<file path="src/rtl/dino_motion_ctrl.sv">
// Player dinosaur motion controller: per-frame run/duck/jump physics, then a six-beat
// register-write burst that places the active pose sprite and parks the other two.
module dino_motion_ctrl #(
    parameter logic [7:0] DINO_X      = 8'd40,
    parameter logic [7:0] GROUND_Y    = 8'd100,
    parameter logic [7:0] JUMP_V0     = 8'd12,
    parameter logic [7:0] GRAVITY     = 8'd1,
    parameter logic [7:0] OFFSCREEN_Y = 8'd255
) (
    input  logic        clk,
    input  logic        reset,
    input  logic        vga_vs,
    input  logic        run_en,
    input  logic        jump_req,
    input  logic        duck_req,
    output logic        chipselect,
    output logic        write,
    output logic [8:0]  address,
    output logic [31:0] writedata,
    output logic [7:0]  dino_y,
    output logic [1:0]  pose,
    output logic        busy
);

    typedef enum logic [1:0] {
        PoseRun  = 2'd0,
        PoseDuck = 2'd1,
        PoseAir  = 2'd2
    } pose_e;

    pose_e             pose_q, pose_d;
    logic [7:0]        h_q, h_d;
    logic signed [8:0] v_q, v_d;
    logic              vs_d;
    logic              jump_pend;
    logic              busy_q;
    logic [2:0]        beat_q;
    logic              frame_tick;
    logic              update;
    logic              jump_now;
    logic signed [9:0] n_sum;
    logic [7:0]        beat_val;

    assign frame_tick = vs_d & ~vga_vs;
    // Ticks landing inside a burst are dropped entirely.
    assign update     = frame_tick & run_en & ~busy_q;
    // A request arriving in the tick cycle itself is consumed by that tick.
    assign jump_now   = jump_pend | jump_req;
    assign n_sum      = $signed({2'b00, h_q}) + $signed({v_q[8], v_q});

    always_comb begin
        pose_d = pose_q;
        h_d    = h_q;
        v_d    = v_q;
        if (update) begin
            case (pose_q)
                PoseRun, PoseDuck: begin
                    if (jump_now) begin
                        pose_d = PoseAir;
                        h_d    = 8'd0;
                        v_d    = $signed({1'b0, JUMP_V0});
                    end else if (pose_q == PoseRun && duck_req) begin
                        pose_d = PoseDuck;
                    end else if (pose_q == PoseDuck && !duck_req) begin
                        pose_d = PoseRun;
                    end
                end
                PoseAir: begin
                    if (n_sum <= 10'sd0) begin
                        h_d    = 8'd0;
                        v_d    = 9'sd0;
                        pose_d = duck_req ? PoseDuck : PoseRun;
                    end else begin
                        h_d = (n_sum > $signed({2'b00, GROUND_Y})) ? GROUND_Y : n_sum[7:0];
                        v_d = v_q - $signed({1'b0, GRAVITY});
                    end
                end
                default: pose_d = PoseRun;
            endcase
        end
    end

    always_ff @(posedge clk or posedge reset) begin
        if (reset) begin
            pose_q    <= PoseRun;
            h_q       <= 8'd0;
            v_q       <= 9'sd0;
            vs_d      <= 1'b1;
            jump_pend <= 1'b0;
            busy_q    <= 1'b0;
            beat_q    <= 3'd0;
        end else begin
            pose_q    <= pose_d;
            h_q       <= h_d;
            v_q       <= v_d;
            vs_d      <= vga_vs;
            jump_pend <= frame_tick ? 1'b0 : jump_now;
            if (update) begin
                busy_q <= 1'b1;
                beat_q <= 3'd0;
            end else if (busy_q) begin
                if (beat_q == 3'd5) begin
                    busy_q <= 1'b0;
                    beat_q <= 3'd0;
                end else begin
                    beat_q <= beat_q + 3'd1;
                end
            end
        end
    end

    always_comb begin
        beat_val = 8'd0;
        case (beat_q)
            3'd0, 3'd2, 3'd4: beat_val = DINO_X;
            3'd1:    beat_val = (pose_q == PoseRun)  ? dino_y : OFFSCREEN_Y;
            3'd3:    beat_val = (pose_q == PoseAir)  ? dino_y : OFFSCREEN_Y;
            3'd5:    beat_val = (pose_q == PoseDuck) ? dino_y : OFFSCREEN_Y;
            default: beat_val = 8'd0;
        endcase
    end

    assign dino_y     = GROUND_Y - h_q;
    assign pose       = pose_q;
    assign busy       = busy_q;
    assign chipselect = busy_q;
    assign write      = busy_q;
    assign address    = busy_q ? {6'd0, beat_q} : 9'd0;
    assign writedata  = busy_q ? {24'd0, beat_val} : 32'd0;

endmodule

</file>
<file path="config.mk">
export PLATFORM = sky130hd
export DESIGN_NAME = dino_motion_ctrl
export DESIGN_NICKNAME = d
export VERILOG_FILES = /design/src/rtl/dino_motion_ctrl.sv
export SDC_FILE = /design/constraint.sdc
export NUM_CORES = 1
export LEC_CHECK = 0
export CORE_ASPECT_RATIO = 0.9
export CORE_UTILIZATION = 65
export CTS_BUF_LIST = sky130_fd_sc_hd__clkbuf_2
export CTS_CLUSTER_SIZE = 14
export DETAILED_ROUTE_END_ITERATION = 7
export DONT_BUFFER_PORTS = 1
export PLACE_DENSITY = 0.78
export SYNTH_ARGS = -nofsm -noshare
export SYNTH_HDL_FRONTEND = slang
export SYNTH_SLANG_ARGS = --single-unit
export TNS_END_PERCENT = 20
</file>
<file path="constraint.sdc">
create_clock -name clk -period 8.35 [get_ports clk]
set_clock_uncertainty 0.1 [all_clocks]
set_input_delay 1.67 -clock clk [delete_from_list [all_inputs] [get_ports clk]]
set_output_delay 1.67 -clock clk [all_outputs]
set_load 0.1 [all_outputs]
</file>
==> metrics.txt <==
Clock Latency Late Sink 0.36 ns; critical path capture point type output port; Post-CTS Setup Bufs 0; post-synth top area share 0.255; io pins 60; Max H-tree Level 1; Initial Util 0.688; Period Utilization, post-route 0.652; worst hold path type flip-flop to flip-flop; DR pass1 iterations 5; clk root buf clkbuf_2; Clock Path Buffers 2; Startpoint Class flip-flop; EDFF count, synth 0; Min-Delay Endpoint jump_pend$_DFF_PP0_; xor-xnor portion of the synthesized cell area 0.0334; reg-to-reg startpoint h_q[0]$_DFFE_PP0P_; initial antenna violation count 0; share of layout cells above drive strength 1 0.155; final core utilization 0.720; Hold-fix buffers, CTS 0; vias in the first global route 1734; most common library cells after synthesis buf_4, dfrtp_1, nand2_1; Avg Vias per Cell 6.09; Post-DP HPWL 3.92 mm; CTS buffer count 3; Fin. Hold Viols 0; Slew @ Worst Pin 1.18 ns; Fmax 184 MHz; Final nets 302; Synth Cell Area 2360 µm²; most common cell in the netlist buf_4; Hold Path Depth 2; crit-path max FO 6; Area contributors post-synth dfrtp_1, buf_4, ha_1; crit path DAT 3.67 ns; Simple-Gate Fraction of Synth Area 0.207; largest family of logic cells by synthesized area compound AO/OA/AOI/OAI gates; Max Cap Violations 0; final antenna diode count 0; largest net degree at the start of global routing 27; Die ar. 3870 µm²; area of the core 3430 µm²; number of distinct library cells after synthesis 62; GRT Residual Overflow 0; mux share of post-synthesis cell area 0.00902; crit path time final 5.44 ns; global-route usage over all layers 0.264; row count 20; reg2reg path depth 9; Worst EP required 6.58 ns; reg2reg setup slack 4.50 ns; Routed WL per cell 15.4 µm; Worst slew margin 0.218; RR Endpoint v_q[5]$_DFFE_PP0P_; clk sinks 25; Total Neg Setup Slack 0 ns; initial detailed-routing violation count 104; Die Y 59.1 µm; complex-gate fraction of the synthesized area 0.258; Final ANT Viol Nets 0; FFs w/ async S/R, synth 1.00; WL final 5.04 mm; yosys warns 0; global-route wire length before repair 7.83 mm; CTS tree built; Clock transition at path regs 0.26 ns; outcome finished, final reports clean; synthesized flop and latch total 25; syn avg cell area 8.33 µm²; sequential-to-total area share from yosys stat 0.266; Post-synth top flop dfrtp_1; IO Port Bufs 0; classification of the worst setup path flip-flop to output port; unrepaired setup endpoints after global routing no; Post-Synth Adder-Cell Area 0.0669; via count 1992; Horiz. Die Dim 65.5 µm; count of final setup violators 0; gpl congestion 0.844; Syn Inst Count 283; Yosys top cell by area dfrtp_1; Max Slew Vio Count 0; DRC 0; Synth-to-Final Area Change 4.67%; cts repair resizes 0; Hold Crit Start jump_pend$_DFF_PP0_
registers in the layout, summed over array words and instances (netlist names):
register	count
beat_q	3
busy	1
h_q	8
jump_pend	1
pose	2
v_q	9
vs_d	1
layer usage:
metal,wire [µm],vias to the layer above,share of wire,track usage
li1,-,947,-,-
met1,2260,957,0.45,0.350
met2,2450,82,0.49,0.449
met3,300,6,0.060,0.0519
met4,35,0,0.0069,0.0559
met5,0,-,0,0
per-stage QoR:
step	worst slack (ns)	cells	hold slack, ns	area, µm²
global route	2.76	327	0.450	2470
detailed placement	3.33	323	0.383	2450
finish	2.91	327	0.421	2470
global placement	3.36	323	0.378	2450
CTS	2.90	327	0.429	2470
floorplan	1.79	312	0.360	2470
kinds of logic after synthesis:
logic type | count (synthesis)
buffers and inverters | 64
adders and majority gates | 12
DFF | 25
other | 1
and+or+nand+nor | 90
xor gates and xnor gates | 9
muxes | 2
AOI/OAI and AO/OA | 80
area by class of cell:
type,instances,area [µm²]
clock buffer,4,20.0
sequential,25,631
tap,44,55.1
inverter,22,82.6
multi-input combinational,223,1580
fill,269,961
timing repair buffer,9,103
worst max path at each step:
stage	startpoint	end	depth (start not counted)
final	h_q[0]$_DFFE_PP0P_	writedata[1]	4
after global routing	h_q[0]$_DFFE_PP0P_	writedata[1]	4
after CTS	h_q[0]$_DFFE_PP0P_	writedata[1]	4
after detailed placement	h_q[0]$_DFFE_PP0P_	writedata[1]	4
after global placement	h_q[0]$_DFFE_PP0P_	writedata[1]	4
after floorplan	h_q[0]$_DFFE_PP0P_	writedata[4]	8
layout by cell type (no fill, tap or decap), types with 7 or more instances in the layout:
cell type / netlist / routed
ha_1: 11 / 11
o21ai_0: 8 / 8
inv_1: 22 / 22
a21oi_1: 16 / 15
nand2_1: 23 / 23
nor2_1: 22 / 21
conb_1: 1 / 30
buf_4: 33 / 7
dfrtp_1: 24 / 23
critical path: stages, from the launching register on:
cell and delay, ns:
dfrtp_1 1.07, inv_1 0.10, ha_1 0.94, o31ai_1 0.24, a211oi_4 0.95
Power is not shown: default switching activity piles up to over one toggle a cycle in this logic, so the estimate is an artifact.
